**src/rtl/mem_arbiter_pkg.sv**
```systemverilog
// Shared encodings for the fetch/data memory-port arbiter: access sizes,
// arbiter states, sticky error codes and the default instruction base.
package mem_arbiter_pkg;

  typedef enum logic [1:0] {
    SIZE_BYTE = 2'b00,
    SIZE_HALF = 2'b01,
    SIZE_WORD = 2'b10
  } access_size_e;

  localparam logic [1:0] SIZE_ILLEGAL = 2'b11;

  typedef enum logic [1:0] {
    IDLE   = 2'b00,
    BUSY_F = 2'b01,
    BUSY_D = 2'b10
  } arb_state_e;

  localparam logic [1:0] ERR_NONE         = 2'b00;
  localparam logic [1:0] ERR_TIMEOUT      = 2'b01;
  localparam logic [1:0] ERR_MISALIGNED   = 2'b10;
  localparam logic [1:0] ERR_ILLEGAL_SIZE = 2'b11;

  localparam logic [31:0] INSTR_BASE_DEFAULT = 32'h8002_0000;

  function automatic logic is_misaligned(input logic [31:0] addr, input logic [1:0] size);
    logic bad;
    bad = 1'b0;
    case (size)
      SIZE_WORD: bad = (addr[1:0] != 2'b00);
      SIZE_HALF: bad = addr[0];
      default:   bad = 1'b0;
    endcase
    return bad;
  endfunction

endpackage

```
**src/rtl/mem_arb_watchdog.sv**
```systemverilog
// Busy-cycle watchdog: counts enabled cycles and flags the last allowed
// cycle so the arbiter can abort a hung memory access.
module mem_arb_watchdog #(
  parameter int unsigned TIMEOUT_CYCLES = 64
) (
  input  logic clk_in,
  input  logic rst_n_in,
  input  logic clr_in,
  input  logic en_in,
  output logic expired_out
);

  localparam int unsigned CNT_W = (TIMEOUT_CYCLES > 1) ? $clog2(TIMEOUT_CYCLES) : 1;
  localparam logic [CNT_W-1:0] LAST = CNT_W'(TIMEOUT_CYCLES - 1);

  logic [CNT_W-1:0] cnt_q, cnt_d;

  always_comb begin
    cnt_d = cnt_q;
    if (clr_in) begin
      cnt_d = '0;
    end else if (en_in && (cnt_q != LAST)) begin
      cnt_d = cnt_q + CNT_W'(1);
    end
  end

  assign expired_out = en_in && (cnt_q == LAST);

  always_ff @(posedge clk_in or negedge rst_n_in) begin
    if (!rst_n_in) begin
      cnt_q <= '0;
    end else begin
      cnt_q <= cnt_d;
    end
  end

endmodule

```
**src/rtl/mem_arbiter.sv**
```systemverilog
// Arbitrates the single main-memory port between instruction fetch and the
// data stage: data-priority with a fetch anti-starvation streak, pre-issue
// legality checks, and a watchdog abort with a sticky error code.
module mem_arbiter
  import mem_arbiter_pkg::*;
#(
  parameter int unsigned MAX_DATA_STREAK = 4,
  parameter int unsigned TIMEOUT_CYCLES  = 64,
  parameter logic [31:0] INSTR_BASE      = INSTR_BASE_DEFAULT
) (
  input  logic        clk_in,
  input  logic        reset_n_in,
  input  logic        f_req_in,
  input  logic [31:0] f_addr_in,
  output logic        f_done_out,
  output logic [31:0] f_rdata_out,
  output logic        stall_fetch_out,
  input  logic        d_req_in,
  input  logic [31:0] d_addr_in,
  input  logic        d_rw_in,
  input  logic [1:0]  d_access_size_in,
  input  logic [31:0] d_wdata_in,
  output logic        d_done_out,
  output logic [31:0] d_rdata_out,
  output logic        mem_req_out,
  output logic [31:0] mem_addr_out,
  output logic        mem_rw_out,
  output logic [1:0]  mem_access_size_out,
  output logic [31:0] mem_wdata_out,
  input  logic        mem_ready_in,
  input  logic [31:0] mem_rdata_in,
  output logic        err_out,
  output logic [1:0]  err_code_out
);

  localparam int unsigned STREAK_W = $clog2(MAX_DATA_STREAK + 1);
  localparam logic [STREAK_W-1:0] STREAK_MAX = STREAK_W'(MAX_DATA_STREAK);

  arb_state_e          state_q, state_d;
  logic [STREAK_W-1:0] streak_q, streak_d;
  logic                mem_req_q, mem_req_d;
  logic [31:0]         mem_addr_q, mem_addr_d;
  logic                mem_rw_q, mem_rw_d;
  logic [1:0]          mem_size_q, mem_size_d;
  logic [31:0]         mem_wdata_q, mem_wdata_d;
  logic                f_done_q, f_done_d;
  logic [31:0]         f_rdata_q, f_rdata_d;
  logic                d_done_q, d_done_d;
  logic [31:0]         d_rdata_q, d_rdata_d;
  logic                err_q, err_d;
  logic [1:0]          err_code_q, err_code_d;

  logic       data_wins;
  logic [1:0] fault_code;
  logic       wd_clr;
  logic       wd_en;
  logic       wd_expired;

  // Counter restarts on every completion so each access gets a full budget.
  assign wd_en  = (state_q != IDLE);
  assign wd_clr = (state_q == IDLE) || mem_ready_in || wd_expired;

  mem_arb_watchdog #(
    .TIMEOUT_CYCLES(TIMEOUT_CYCLES)
  ) u_watchdog (
    .clk_in     (clk_in),
    .rst_n_in   (reset_n_in),
    .clr_in     (wd_clr),
    .en_in      (wd_en),
    .expired_out(wd_expired)
  );

  always_comb begin
    state_d     = state_q;
    streak_d    = streak_q;
    mem_req_d   = mem_req_q;
    mem_addr_d  = mem_addr_q;
    mem_rw_d    = mem_rw_q;
    mem_size_d  = mem_size_q;
    mem_wdata_d = mem_wdata_q;
    f_done_d    = 1'b0;
    f_rdata_d   = '0;
    d_done_d    = 1'b0;
    d_rdata_d   = '0;
    err_d       = err_q;
    err_code_d  = err_code_q;
    fault_code  = ERR_NONE;
    data_wins   = d_req_in && (!f_req_in || (streak_q != STREAK_MAX));

    unique case (state_q)
      IDLE: begin
        mem_req_d = 1'b0;
        if (data_wins) begin
          // A data win with fetch waiting implies streak < max, so no overflow.
          streak_d = f_req_in ? (streak_q + STREAK_W'(1)) : '0;
          if (d_access_size_in == SIZE_ILLEGAL) begin
            fault_code = ERR_ILLEGAL_SIZE;
          end else if (is_misaligned(d_addr_in, d_access_size_in)) begin
            fault_code = ERR_MISALIGNED;
          end
          if (fault_code != ERR_NONE) begin
            d_done_d = 1'b1;
          end else begin
            mem_req_d   = 1'b1;
            mem_addr_d  = d_addr_in;
            mem_rw_d    = d_rw_in;
            mem_size_d  = d_access_size_in;
            mem_wdata_d = d_wdata_in;
            state_d     = BUSY_D;
          end
        end else if (f_req_in) begin
          streak_d = '0;
          if (is_misaligned(f_addr_in, SIZE_WORD) || (f_addr_in < INSTR_BASE)) begin
            fault_code = ERR_MISALIGNED;
            f_done_d   = 1'b1;
          end else begin
            mem_req_d   = 1'b1;
            mem_addr_d  = f_addr_in;
            mem_rw_d    = 1'b0;
            mem_size_d  = SIZE_WORD;
            mem_wdata_d = '0;
            state_d     = BUSY_F;
          end
        end
      end

      BUSY_F, BUSY_D: begin
        if (mem_ready_in) begin
          mem_req_d = 1'b0;
          state_d   = IDLE;
          if (state_q == BUSY_F) begin
            f_done_d  = 1'b1;
            f_rdata_d = mem_rdata_in;
          end else begin
            d_done_d  = 1'b1;
            d_rdata_d = mem_rw_q ? '0 : mem_rdata_in;
          end
        end else if (wd_expired) begin
          mem_req_d  = 1'b0;
          state_d    = IDLE;
          fault_code = ERR_TIMEOUT;
          if (state_q == BUSY_F) begin
            f_done_d = 1'b1;
          end else begin
            d_done_d = 1'b1;
          end
        end
      end

      default: begin
        state_d   = IDLE;
        mem_req_d = 1'b0;
      end
    endcase

    // First error wins; later faults only keep the flag set.
    if (fault_code != ERR_NONE) begin
      err_d = 1'b1;
      if (!err_q) begin
        err_code_d = fault_code;
      end
    end
  end

  always_ff @(posedge clk_in or negedge reset_n_in) begin
    if (!reset_n_in) begin
      state_q     <= IDLE;
      streak_q    <= '0;
      mem_req_q   <= 1'b0;
      mem_addr_q  <= '0;
      mem_rw_q    <= 1'b0;
      mem_size_q  <= '0;
      mem_wdata_q <= '0;
      f_done_q    <= 1'b0;
      f_rdata_q   <= '0;
      d_done_q    <= 1'b0;
      d_rdata_q   <= '0;
      err_q       <= 1'b0;
      err_code_q  <= '0;
    end else begin
      state_q     <= state_d;
      streak_q    <= streak_d;
      mem_req_q   <= mem_req_d;
      mem_addr_q  <= mem_addr_d;
      mem_rw_q    <= mem_rw_d;
      mem_size_q  <= mem_size_d;
      mem_wdata_q <= mem_wdata_d;
      f_done_q    <= f_done_d;
      f_rdata_q   <= f_rdata_d;
      d_done_q    <= d_done_d;
      d_rdata_q   <= d_rdata_d;
      err_q       <= err_d;
      err_code_q  <= err_code_d;
    end
  end

  assign f_done_out          = f_done_q;
  assign f_rdata_out         = f_rdata_q;
  assign stall_fetch_out     = f_req_in & ~f_done_q;
  assign d_done_out          = d_done_q;
  assign d_rdata_out         = d_rdata_q;
  assign mem_req_out         = mem_req_q;
  assign mem_addr_out        = mem_addr_q;
  assign mem_rw_out          = mem_rw_q;
  assign mem_access_size_out = mem_size_q;
  assign mem_wdata_out       = mem_wdata_q;
  assign err_out             = err_q;
  assign err_code_out        = err_code_q;

endmodule

```
**config.mk**
```make
export PLATFORM = sky130hd
export DESIGN_NAME = mem_arbiter
export DESIGN_NICKNAME = d
export VERILOG_FILES = /design/src/rtl/mem_arbiter_pkg.sv /design/src/rtl/mem_arb_watchdog.sv /design/src/rtl/mem_arbiter.sv
export SDC_FILE = /design/constraint.sdc
export NUM_CORES = 1
export LEC_CHECK = 0
export ABC_AREA = 1
export CELL_PAD_IN_SITES_DETAIL_PLACEMENT = 0
export CELL_PAD_IN_SITES_GLOBAL_PLACEMENT = 1
export CORE_MARGIN = 8
export CORE_UTILIZATION = 40
export CTS_BUF_LIST = sky130_fd_sc_hd__clkbuf_2 sky130_fd_sc_hd__clkbuf_4 sky130_fd_sc_hd__clkbuf_8
export DETAILED_ROUTE_END_ITERATION = 8
export DONT_BUFFER_PORTS = 1
export GPL_ROUTABILITY_DRIVEN = 0
export PLACE_DENSITY = 0.76
export REMOVE_ABC_BUFFERS = 1
export SLEW_MARGIN = 10
export SYNTH_ARGS = -nofsm -noshare
export SYNTH_HDL_FRONTEND = slang
export SYNTH_SLANG_ARGS = --single-unit
```
**constraint.sdc**
```tcl
create_clock -name clk_in -period 1.5 [get_ports clk_in]
set_clock_uncertainty 0.05 [all_clocks]
set_input_delay 0.225 -clock clk_in [delete_from_list [all_inputs] [get_ports clk_in]]
set_output_delay 0.225 -clock clk_in [all_outputs]
set_load 0.005 [all_outputs]
```
Word level (Yosys, flattened, before mapping)
Cells that the tools add are included.

cells by class
  $lt $le $gt $ge = 1
  multiplexer cells = 72
  reduce and logical (&&, ||, !) cells = 21
  eq/ne operators = 14
  bitwise gates (word level) = 3
  add/subtract/negate cells = 2

operators by type and width
  cell                                                 count
  2-to-1 mux 32 bit                                    15
  2-to-1 mux 2 bit                                     17
  less-than comparator 32 bit, second input constant   1
  2-to-1 mux 1 bit                                     29
  inequality test 3 bit, second input constant         5
  nonzero test 2 bit                                   7
  2-to-1 mux 6 bit                                     2
  2-to-1 mux 3 bit                                     3
  case mux 1 bit (2 select lines)                      4
  case mux 2 bit (2 select lines)                      2
  AND reduction 4 bit                                  2
  adder 6 x 1 -> 6 bit, second input constant          1
  equality test 2 bit, second input constant           3
  equality test 6 bit, second input constant           1
  inequality test 6 bit, second input constant         1
  equality test 2 x 1 -> 1 bit, second input constant  2
  logical OR 1 bit                                     4
  inequality test 2 bit, second input constant         2
  AND reduction 2 bit                                  2
  adder 3 x 1 -> 3 bit, second input constant          1
  logical AND 1 bit                                    3
  zero test 2 bit                                      1
  inverter 1 bit                                       2
  OR reduction 2 bit                                   1
  other kinds (2)                                      2

storage, ports and cells
  register bits after elaboration = 148
  input port bits = 136
  word-level logic and storage cells = 127
  output and inout port bits = 138

Logic depth before layout (Yosys ltp)
Gate-level depths: netlist (run 1).

  depth in word-level cells = 13
  depth in mapped cells = 11
  depth with buffers taken out = 11

Modules after synthesis
Synthesis (run 1) repeated with hierarchy kept, for this count alone.

unflattened totals
  cells, all modules = 618
  area total of the unflattened synthesis = 6,108.4 um2

modules (own cells, without submodules)
  module            seq. area each (um2)  cells an instance  instances  area each (um2)
  mem_arbiter       3,553.4               564                1          5,705.5
  mem_arb_watchdog  150.1                 54                 1          402.9

Worst setup path before layout (run 1)
Ideal clock, no wire load.

  path kind = input-to-reg
  from = input port d_access_size_in[0]
  to = register mem_wdata_q[22], in the netlist mem_wdata_out[22]
  slack = -0.109 ns
  data required time = 1.326 ns
  cell stages on the path = 8
  library setup time = 0.124 ns
  arrival time = 1.435 ns
  cell sequence = inv_1 > ha_1 > o21bai_1 > o21bai_1 > nand3_1 > nand3_2 > buf_2 > o21ai_1

on the way
  word-level cells in the longest chain between the ends = 12

ends and longest elaborated chain
  element                                                              RTL line               text
  start, declared                                                      mem_arbiter.sv:21      input logic [1:0] d_access_size_in,
  equality test 2 x 1 -> 1 bit or equality test 2 bit (tied branches)  mem_arbiter_pkg.sv:29  case (size)
  case mux 1 bit (2 select lines)                                      mem_arbiter_pkg.sv:29
  2-to-1 mux 1 bit                                                     mem_arbiter.sv:96      if (d_access_size_in == SIZE_ILLEGAL) begin
  2-to-1 mux 1 bit                                                     mem_arbiter.sv:93      if (data_wins) begin
  2-to-1 mux 1 bit                                                     mem_arbiter.sv:90      unique case (state_q)
  2-to-1 mux 2 bit                                                     mem_arbiter.sv:98      end else if (is_misaligned(d_addr_in, d_access_size_in)) begin
  2-to-1 mux 2 bit (*)                                                 mem_arbiter.sv:96
  2-to-1 mux 2 bit (*)                                                 mem_arbiter.sv:93
  2-to-1 mux 2 bit (*)                                                 mem_arbiter.sv:90
  nonzero test 2 bit (*)                                               mem_arbiter.sv:101     if (fault_code != ERR_NONE) begin
  inequality test 2 bit (no source line) (*)                           n/a
  AND reduction 4 bit (no source line) (*)                             n/a
  end signal, assigned                                                 mem_arbiter.sv:187     mem_wdata_q <= mem_wdata_d;
  end, declared                                                        mem_arbiter.sv:45      logic [31:0] mem_wdata_q, mem_wdata_d;

Mark *: on every way between the ends. The rest lies on a longest branch, timed or not. The select of a mux whose other input is x is not followed.
A chain may end at the register's enable or synchronous reset.

Worst setup path in the final report (run 1)
  from = register streak_q[0]
  to = register mem_wdata_q[12], in the netlist mem_wdata_out[12]

on the way
  word-level cells in the longest chain between the ends = 5

ends and longest elaborated chain
  element                                                                       RTL line            text
  start, declared                                                               mem_arbiter.sv:40   logic [STREAK_W-1:0] streak_q, streak_d;
  start signal, assigned                                                        mem_arbiter.sv:182  streak_q <= streak_d;
  inequality test 3 bit (*)                                                     mem_arbiter.sv:88   data_wins = d_req_in && (!f_req_in || (streak_q != STREAK_MAX));
  logical OR 1 bit (*)                                                          mem_arbiter.sv:88
  logical AND 1 bit (*)                                                         mem_arbiter.sv:88
  inequality test 2 bit (no source line) or nonzero test 2 bit (tied branches)  n/a
  AND reduction 4 bit (no source line)                                          n/a

Mark *: on every way between the ends. The rest lies on a longest branch, timed or not.

==> flow_metrics.py, run 1 <==
metrics = {
    "outcome": {
        "run_status": "finished, violations left",
        "violations": "hold timing, setup timing",
    },
    "place": {
        "port_buffers": 0,
        "placement.setup.worst_slack_ns": -0.296,
        "dp_hpwl_um": 12100,
    },
    "logic_synthesis": {
        "postSynthRegisterBits": 148,
        "count_of_yosys_warnings_during_synthesis": 0,
        "synth_simple_gate_area_share_pct": 15.4,
        "synth_sequential_area_ratio_pct": 60.5,
        "synth_top_family_by_area": "simple AND/OR/NAND/NOR gates",
        "synth_adder_area_share_pct": 1.84,
        "synth_xor_xnor_area_share_pct": 0.143,
        "yosysUniqueCellTypes": 29,
        "synth_area_per_inst_um2": 10.3,
        "synth_enable_flop_cells": 0,
        "yosys-mux-area-fraction_pct": 5.24,
        "dominantRegCellSynth": "dfrtp_1",
        "synthArstFlopShare_pct": 100,
        "postSynthCellCount": 592,
        "synthesis.area_um2": 6120,
        "compound_cell_area_share_of_the_yosys_netlist_pct": 8.67,
    },
    "cells_and_area": {
        "layout-drive-gt1-share_pct": 33.4,
        "synthToLayoutAreaGrowth_pct": 54.5,
        "layout.core_utilization_pct": 62.6,
        "final_net_count": 928,
        "fillCellCount": 1079,
    },
    "timing": {
        "clock.fmax_ghz": 0.594,
        "rsz0062_at_grt": "true",
        "hold_violations": 148,
        "slew_worst_pin_ns": 0.814,
        "finalCriticalPeriod_ns": 1.68,
        "finalSetupViolations": 78,
        "setup_ws_ns": -0.182,
        "worst_slew_margin_rel_pct": 45.7,
        "period_share_pct": 112,
        "maxSlewViolCount": 0,
        "fin_worst_hold_slack_ns": -0.583,
        "setup-tns-final_ns": -9.63,
    },
    "setup_path": {
        "critPathRequiredTime_ns": 1.82,
        "worst_ep_arrival_time_ns": 2.00,
        "setup.reg_to_reg.worst_slack_ns": -0.18,
        "path_max_fanout": 31,
        "setup.worst_path.start_class": "register",
        "regToRegEndpoint": "mem_wdata_out[12]",
        "type_of_the_setup_path_with_the_least_slack": "register to register",
        "worst_setup_path_end_kind": "register",
        "ff2ff_path_depth": 9,
        "rr_startpoint": "streak_q[0]",
    },
    "cts": {
        "worst_skew_pair.late_latency_ns": 0.44,
        "ctsHtreeMaxLevel": 4,
        "tritoncts": "yes",
        "cts_buffer_depth": 2,
        "cts_buffers": 17,
        "clock_sink_count": 148,
        "clock_root_buffer": "clkbuf_8",
        "clk_pin_slew_worst_paths_ns": 0.09,
        "post_cts_hold_buffer_count": 133,
    },
    "drt": {
        "route.detailed.drc": 0,
        "antenna_left": 0,
        "wl_um": 21200,
        "vias": 5107,
        "route.detailed.vias_per_inst": 5.18,
        "avgRoutedWirePerCell_um": 21.5,
        "initialDrtViolationCount": 257,
        "firstDrtPassIters": 5,
    },
    "grt": {
        "globalRouteMet2Util_pct": 33.1,
        "grt_pass1_wl_um": 31100,
        "grt_overflow_total": 0,
        "number_of_global_route_vias_before_repair": 5532,
        "gr-usage-met3_pct": 11.7,
        "grt.total_usage_pct": 20.4,
        "globalRouteMet1Util_pct": 21.6,
        "grt_start_max_net_pins": 149,
        "gr-max-usage-layer": "met2",
        "number_of_antenna_violations_at_the_first_check_in_global_routing": 2,
    },
    "floorplan": {
        "dieArea_um2": 19500,
        "floorplan_row_count": 45,
        "floorplan.initialDensity_pct": 40.5,
        "core_area_um2": 15100,
        "dieHeight_um": 140,
        "die_width_um": 140,
        "io_pins": 274,
    },
    "power": {
        "p_per_area_nw_per_um2": 1570,
        "internal-power_uw": 9050,
        "power.share.combinational_pct": 36.7,
        "power.switching_uw": 5760,
        "power_switching_share_pct": 38.9,
        "power.static_leakage_uw": 0.00453,
        "ir_drop_mv": 1.03,
        "power.share.clock_pct": 20.0,
        "sequential_share_of_power_pct": 43.2,
    },
    "flow_run": {
        "max_cap_violations": 0,
    },
    "hold_path": {
        "holdCritPathClass": "input port to async pin",
    },
}
==> cells in the mapped netlist, types with 10 or more instances <==
cell | number | share of area [%]
clkbuf_1 | 10 | 0.61
nand2_1 | 68 | 4.2
inv_1 | 86 | 5.3
nand3_1 | 12 | 0.98
o21ai_2 | 26 | 3.7
nor3_1 | 33 | 2.7
nor2_1 | 53 | 3.3
o21ai_1 | 41 | 3.4
mux2i_1 | 32 | 5.2
nand2_2 | 27 | 2.8
dfrtp_1 | 148 | 61
==> routing by layer <==
metal / part of all wire (%) / up-vias
met1: 35 / 2484
li1: - / 2264
met4: 2.6 / 0
met2: 49 / 318
met5: 0 / -
met3: 13 / 41
==> worst max-delay path: stages, from the launching register on <==
cell	delay (ns)
dfrtp_1	0.37
inv_2	0.06
ha_4	0.16
nand3_4	0.12
nand2_8	0.09
buf_6	0.13
nor2_4	0.15
nand3_4	0.13
buf_12	0.18
o21ai_1	0.14
==> through the flow <==
stage | cell area [um2] | cells | total power (uW) | hold slack [ns]
floorplan | 5940 | 565 | 8030 | -0.121
global route | 9450 | 986 | 15700 | -0.628
finish | 9450 | 986 | 14800 | -0.583
detailed placement | 6560 | 791 | 9510 | -0.116
global placement | 6560 | 791 | 9360 | -0.116
CTS | 8920 | 981 | 13800 | -0.626
==> power groups by stage <==
stage	clock network [uW]	logic, uW	registers (uW)
2_1_floorplan	0	2060	5970
3_3_place_gp	0	2950	6410
3_5_place_dp	0	3110	6410
4_1_cts	3070	4350	6350
5_1_grt	3250	5850	6550
6_report	2970	5440	6400
==> cell type report <==
cell class                 count  area [um2]  area share, %
sequential                   148        3700           39.2
timing repair buffer         198        2180           23.1
antenna                        2        5.00         0.0530
clock inverter                14         135           1.43
multi-input combinational    332        2610           27.6
clock buffer                  18         248           2.62
tap                          188         235           2.49
inverter                      86         333           3.52
==> how the worst max path moves through the flow <==
stage | startpoint | end | depth (start not counted)
floorplan | streak_q[0] | mem_req_out | 7
global placement | d_access_size_in[0] | mem_req_out | 8
detailed placement | d_access_size_in[0] | mem_wdata_out[12] | 9
CTS | streak_q[1] | mem_addr_out[7] | 8
global route | streak_q[0] | err_code_out[0] | 12
finish | streak_q[0] | mem_wdata_out[12] | 9
==> logic make-up after synthesis <==
kind of cell,count (synthesis)
adders and majority gates,9
DFF,148
muxes,32
xor gates and xnor gates,1
AOI/OAI and AO/OA,85
buffers and inverters,113
and+or+nand+nor,204
==> state kept, by name (all words and copies together), names as in the netlist <==
signal,count
d_rdata_out,32
f_rdata_out,32
mem_addr_out,32
mem_wdata_out,32
u_watchdog.cnt_q,6
streak_q,3
err_code_out,2
mem_access_size_out,2
state_q,2
d_done_out,1
err_out,1
f_done_out,1
mem_req_out,1
mem_rw_out,1
==> cell usage in the layout, fill, tap and decap left out, types with 15 or more instances in the layout <==
cell type,instances
buf_4,29
nor3_4,15
nor3_2,17
nand2_2,42
inv_1,77
nand2_1,49
dfrtp_1,148
dlygate4sd3_1,133
nor2_1,50
buf_6,15
clkbuf_8,18
o21ai_2,37
o21ai_1,37
==> repair_timing <==
action	CTS	global route
pin swaps	29	48
setup buffers	17	7
endpoints found under the hold margin	285	148
endpoints found under the setup margin	78	133
cloned	8	2
gates resized for setup	75	118
Power figures use the tool's default switching activity.
==> run 2: changes to the inputs <==
- BUFFER_PORTS_ARGS: unset -> -buffer_cell sky130_fd_sc_hd__buf_2
- CORE_UTILIZATION: 40 -> 32
- DONT_BUFFER_PORTS: 1 -> unset
- PLACE_DENSITY: 0.76 -> 0.81
==> run 2 against run 1 <==
Against the previous run:
- the flow finishes with violations (setup timing)
- clock-buffer cell count is the same
- highest routed layer unchanged
- clock power is 17% higher
- critical endpoint is now mem_wdata_out[7]
- first-iteration DRC count decreased by 22%
- maximum frequency increased by 0.71%
- hold slack improved by 0.61 ns
- via count grew 12%
==> flow_metrics.py, run 2 (synthesized netlist as in run 1, its figures left out) <==
metrics = {
    "power": {
        "power.share.clock_pct": 22.3,
        "ir_drop_mv": 0.694,
        "power.static_leakage_uw": 0.00549,
        "power_switching_share_pct": 35.5,
        "power.share.combinational_pct": 40.3,
        "p_per_area_nw_per_um2": 1530,
        "internal-power_uw": 10100,
        "power.switching_uw": 5520,
        "sequential_share_of_power_pct": 37.4,
        "power.total_uw": 15600,
    },
    "setup_path": {
        "worst_setup_path_end_kind": "register",
        "buffers_plus_inverters_on_the_worst_setup_path": 3,
        "type_of_the_setup_path_with_the_least_slack": "register to register",
        "setup.worst_path.start_class": "register",
        "path_max_fanout": 16,
        "path_delay_family": "simple AND/OR/NAND/NOR gates",
        "worst_ep_arrival_time_ns": 1.99,
        "critical-path-top-cell-by-count": "nand3_4",
        "critPathRequiredTime_ns": 1.82,
        "path_cells": "inv_2 > ha_4 > nand3_4 > nand2_8 > buf_12 > nor2_4 > nand3_4 > clkbuf_16 > o21ai_1",
        "cp_slowest_stage_delay_ns": 0.38,
        "critical_path.slowest_cell": "dfrtp_1",
    },
    "drt": {
        "initialDrtViolationCount": 200,
        "vias": 5740,
        "wl_met3_um": 2510,
        "firstDrtPassIters": 4,
        "wl_um": 21400,
        "antenna_left": 0,
        "route.detailed.drc": 0,
        "avgRoutedWirePerCell_um": 17.1,
        "route.detailed.vias_per_inst": 4.58,
        "wirelength_met1_um": 8270,
        "met2_wirelength_um": 10100,
        "top_layer_used": "met4",
    },
    "floorplan": {
        "dieHeight_um": 154,
        "dieArea_um2": 23800,
        "die_width_um": 154,
        "floorplan_row_count": 50,
        "io_pins": 274,
        "floorplan.initialDensity_pct": 32.7,
        "core_area_um2": 18700,
    },
    "timing": {
        "rsz0062_at_grt": "true",
        "setup-tns-final_ns": -9.40,
        "period_share_pct": 111,
        "finalCriticalPeriod_ns": 1.67,
        "finalSetupViolations": 76,
        "clock.fmax_ghz": 0.599,
        "hold_violations": 0,
        "slew_worst_pin_ns": 0.335,
        "setup_ws_ns": -0.171,
        "worst_slew_margin_rel_pct": 77.7,
        "maxSlewViolCount": 0,
    },
    "cts": {
        "clock_sink_count": 148,
        "ctsHtreeMaxLevel": 4,
        "worst_skew_pair.late_latency_ns": 0.44,
        "cts_buffer_depth": 2,
        "clock_root_buffer": "clkbuf_8",
        "tritoncts": "yes",
        "cts_buffers": 17,
        "clk_pin_slew_worst_paths_ns": 0.09,
    },
    "cells_and_area": {
        "final_net_count": 1152,
        "antenna_cells_inserted": 0,
        "layout-drive-gt1-share_pct": 49.6,
        "layout.cells.most_common_list": "272 x buf_2, 148 x dfrtp_1, 87 x dlygate4sd3_1, 79 x inv_1, 60 x nand2_1",
        "final_cells": 1253,
        "finalInstanceArea_um2": 10200,
        "synthToLayoutAreaGrowth_pct": 66.4,
        "fillCellCount": 1615,
        "mostFrequentLayoutCell": "buf_2",
    },
    "place": {
        "placedCellCount": 1116,
        "dp_hpwl_um": 14100,
        "detailed_place.area_um2": 8080,
        "port_buffers": 273,
    },
    "grt": {
        "grt.total_usage_pct": 16.5,
        "grt_pass1_wl_um": 31200,
        "number_of_antenna_violations_at_the_first_check_in_global_routing": 0,
        "grt_overflow_total": 0,
        "grt_start_max_net_pins": 56,
        "number_of_global_route_vias_before_repair": 5934,
    },
    "flow_run": {
        "max_cap_violations": 0,
    },
    "outcome": {
        "run_status": "finished, violations left",
        "violations": "setup timing",
    },
    "hold_path": {
        "holdCritPathClass": "input port to register",
    },
}
## run 2: changes by cell type in the layout (fill, tap and decap cells not counted), moves of 7 or more
cell and change:
buf_2 +272, dlygate4sd3_1 -46, nor3_4 -14, nand2_2 -12, nand2_1 +11, buf_4 +9
buf_6 -8, mux2i_2 -7, nor3_1 +7, nor3_2 +7, o21ai_1 -7
## run 2: worst paths after layout
kind                            startpoint          endpoint  slack [ns]  cells past startpoint
hold / removal               d_addr_in[22]  mem_addr_out[22]        0.02                      3
hold reg to reg            err_code_out[1]   err_code_out[1]        0.42                      2
min in group asynchronous       reset_n_in   d_rdata_out[24]        0.15                      2
max in group asynchronous       reset_n_in   f_rdata_out[23]        0.64                      3
setup reg to reg               streak_q[1]  mem_wdata_out[7]       -0.17                      9
setup / recovery               streak_q[1]  mem_wdata_out[7]       -0.17                      9
## run 2: worst reg2reg max path, stage by stage, from the launching register on
cell       delay [ns]
dfrtp_1          0.38
inv_2            0.06
ha_4             0.16
nand3_4          0.11
nand2_8          0.08
buf_12           0.13
nor2_4           0.14
nand3_4          0.14
clkbuf_16        0.22
o21ai_1          0.14
## run 2: layer usage
metal	up-vias	GRT usage, %
met5	-	0
met4	0	6.39
met3	40	8.89
met2	269	26.0
met1	2725	18.4
li1	2706	-
## run 2: cell type report
cell class	count	area, um2	share of cell area (%)
clock inverter	13	194	1.91
timing repair buffer	422	2990	29.4
clock buffer	18	248	2.43
tap	234	293	2.88
sequential	148	3700	36.4
multi-input combinational	332	2420	23.8
inverter	86	325	3.20
## run 2: metrics by stage
| stage | util [%] | hold WS, ns | setup WS (ns) |
|---|---|---|---|
| after global placement | 43.2 | 0.0427 | -0.274 |
| after global routing | 54.4 | -0.00239 | -0.230 |
| after floorplan | - | -0.121 | -1.66 |
| after detailed placement | 43.2 | 0.0461 | -0.341 |
| final | 54.4 | 0.0231 | -0.171 |
| after CTS | 50.6 | 0.00227 | -0.134 |
## run 2: power groups by stage
stage                     Combinational, uW  Sequential, uW  Clock [uW]
after floorplan                        2060            5970           0
after global placement                 4900            5790           0
after detailed placement               4970            5840           0
after CTS                              5340            5780        3610
after global routing                   6860            5980        3740
final                                  6280            5830        3470
## run 2: repair_timing
| item | 4_1_cts | 5_1_grt |
|---|---|---|
| pin swaps | 3 | 13 |
| gates resized for setup | 27 | 89 |
| gates cloned | 0 | 9 |
| hold buffers | 81 | 6 |
| endpoints found under the hold margin | 257 | 4 |
| endpoints found under the setup margin | 86 | 117 |
| buffers inserted | 4 | 6 |
==> run 3: changes to the inputs <==
- CORE_ASPECT_RATIO: unset -> 0.75
==> run 3 against run 2 <==
Against the previous run:
- the run still ends with setup timing left
- core utilization increased by 4.6 points
- sequential power increased by 3%
- clock-buffer cell count unchanged
- critical endpoint is now mem_wdata_out[20]
- largest cell class unchanged
- largest power group unchanged
- highest routed layer unchanged
==> flow_metrics.py, run 3 (synthesized netlist as in run 1, its figures left out) <==
metrics = {
    "setup_path": {
        "setup.worst_path.start_class": "register",
        "path_max_fanout": 8,
        "type_of_the_setup_path_with_the_least_slack": "register to register",
        "worst_ep_arrival_time_ns": 2.05,
        "ff2ff_path_depth": 10,
        "rr_startpoint": "streak_q[0]",
        "setup.reg_to_reg.worst_slack_ns": -0.23,
        "regToRegEndpoint": "mem_wdata_out[20]",
        "critical_path.slowest_cell": "dfrtp_1",
        "worst_setup_path_end_kind": "register",
        "cp_slowest_stage_delay_ns": 0.41,
        "path_delay_family": "simple AND/OR/NAND/NOR gates",
        "path_cells": "inv_2 > ha_4 > nand3_4 > nand2_8 > nand2_4 > nand3_4 > buf_12 > clkbuf_16 > nand2_2 > o21ai_1",
        "critPathRequiredTime_ns": 1.83,
        "buffers_plus_inverters_on_the_worst_setup_path": 3,
        "critical-path-top-cell-by-count": "nand3_4",
    },
    "place": {
        "dp_hpwl_um": 14000,
        "placement.setup.worst_slack_ns": -0.362,
        "port_buffers": 273,
        "placedCellCount": 1126,
    },
    "drt": {
        "firstDrtPassIters": 4,
        "avgRoutedWirePerCell_um": 18.4,
        "antenna_left": 0,
        "route.detailed.vias_per_inst": 4.55,
        "route.detailed.drc": 0,
        "vias": 5897,
        "wl_um": 23800,
        "initialDrtViolationCount": 190,
    },
    "cells_and_area": {
        "synthToLayoutAreaGrowth_pct": 79.7,
        "final_net_count": 1179,
        "final_cells": 1295,
        "layout.cells.most_common_list": "272 x buf_2, 148 x dfrtp_1, 100 x dlygate4sd3_1, 78 x inv_1, 49 x nor2_1",
        "fillCellCount": 1493,
        "layout-drive-gt1-share_pct": 54.7,
        "mostFrequentLayoutCell": "buf_2",
    },
    "cts": {
        "worst_skew_pair.late_latency_ns": 0.45,
        "clock_sink_count": 148,
        "tritoncts": "yes",
        "cts_buffer_depth": 2,
        "clock_root_buffer": "clkbuf_8",
        "clk_pin_slew_worst_paths_ns": 0.09,
        "ctsHtreeMaxLevel": 4,
        "cts_buffers": 17,
    },
    "power": {
        "power.static_leakage_uw": 0.00587,
        "p_per_area_nw_per_um2": 1540,
        "power.share.clock_pct": 18.0,
        "power.total_uw": 16900,
        "power.switching_uw": 6640,
        "internal-power_uw": 10300,
        "ir_drop_mv": 0.797,
        "power.share.combinational_pct": 46.5,
        "power_switching_share_pct": 39.2,
        "sequential_share_of_power_pct": 35.6,
    },
    "hold_path": {
        "hp-start": "f_req_in",
        "holdPathEnd": "streak_q[0]",
        "min_path_cells": 3,
        "holdCritPathClass": "input port to register",
    },
    "grt": {
        "grt_overflow_total": 0,
        "grt_pass1_wl_um": 33900,
        "grt.total_usage_pct": 18.2,
        "grt_start_max_net_pins": 39,
        "number_of_global_route_vias_before_repair": 6190,
        "number_of_antenna_violations_at_the_first_check_in_global_routing": 1,
    },
    "timing": {
        "finalCriticalPeriod_ns": 1.73,
        "slew_worst_pin_ns": 0.954,
        "maxSlewViolCount": 0,
        "clock.fmax_ghz": 0.579,
        "period_share_pct": 115,
        "rsz0062_at_grt": "true",
        "setup_ws_ns": -0.228,
        "worst_slew_margin_rel_pct": 36.4,
        "finalSetupViolations": 106,
        "hold_violations": 0,
        "fin_worst_hold_slack_ns": 0.0306,
    },
    "floorplan": {
        "dieHeight_um": 136,
        "core_area_um2": 18600,
        "die_width_um": 176,
        "dieArea_um2": 23800,
        "floorplan_row_count": 43,
        "io_pins": 274,
        "floorplan.initialDensity_pct": 32.9,
    },
    "outcome": {
        "run_status": "finished, violations left",
        "violations": "setup timing",
    },
    "flow_run": {
        "max_cap_violations": 0,
    },
}
-- run 3: changes by cell type in the layout (fill, tap and decap cells not counted), sizes merged --
cell,previous run,this run
buf,330,345
dlygate4sd3,87,100
bufinv,4,0
clkinvlp,1,5
diode,0,1
inv,91,92
nand3,16,15
-- run 3: per-layer routing --
| metal | vias to the layer above | GRT usage [%] | wire length [um] |
|---|---|---|---|
| met5 | - | 0 | 0 |
| met4 | 0 | 6.11 | 459 |
| met3 | 35 | 8.52 | 2290 |
| met2 | 242 | 29.1 | 11600 |
| met1 | 2851 | 21.3 | 9430 |
| li1 | 2769 | - | - |
-- run 3: per-stage QoR --
step	setup TNS [ns]	utilization, %	area, um2
detailed placement	-22.43	43.2	8050
floorplan	-113.77	-	5940
global route	-19.41	59.0	11000
finish	-12.24	59.0	11000
global placement	-20.50	43.2	8050
CTS	-9.81	53.7	10000
-- run 3: how the worst max path moves through the flow --
stage                     slack (ns)                start  depth (start not counted)           endpoint
after floorplan                -1.66          streak_q[0]                          7        mem_req_out
after global placement         -0.32  d_access_size_in[0]                         10   mem_addr_out[23]
after detailed placement       -0.36  d_access_size_in[0]                         10   mem_addr_out[15]
after CTS                      -0.17          streak_q[0]                          8  mem_wdata_out[11]
after global routing           -0.29          streak_q[0]                         10  mem_wdata_out[20]
final                          -0.23          streak_q[0]                         10  mem_wdata_out[20]
-- run 3: cell type report --
cell class | instances | area, um2 | share of cell area [%]
Clock inverter | 14 | 138 | 1.25
Sequential cell | 148 | 3700 | 33.7
Timing Repair Buffer | 450 | 3450 | 31.3
Multi-Input combinational cell | 331 | 2810 | 25.6
Antenna cell | 1 | 2.50 | 0.0228
Inverter | 86 | 332 | 3.02
Clock buffer | 18 | 248 | 2.25
Tap cell | 247 | 309 | 2.81
-- run 3: what timing repair did --
action | 4_1_cts | 5_1_grt
setup endpoints to repair | 109 | 129
hold buffers | 95 | 5
endpoints found under the hold margin | 241 | 4
pin swaps | 10 | 41
setup buffers | 13 | 10
gates resized for setup | 73 | 170
gates cloned | 10 | 6
-- run 3: worst reg2reg max path: stages (launching register included) --
cell       delay (ns)
dfrtp_1          0.41
inv_2            0.09
ha_4             0.14
nand3_4          0.12
nand2_8          0.15
nand2_4          0.06
nand3_4          0.12
buf_12           0.18
clkbuf_16        0.21
nand2_2          0.05
o21ai_1          0.09
-- run 3: power by group through the flow --
stage | registers, uW | clock network [uW] | logic [uW]
finish | 6020 | 3040 | 7870
global placement | 5810 | 0 | 4800
global route | 6160 | 3300 | 8490
CTS | 5810 | 3120 | 6060
floorplan | 5970 | 0 | 2060
detailed placement | 5840 | 0 | 4860
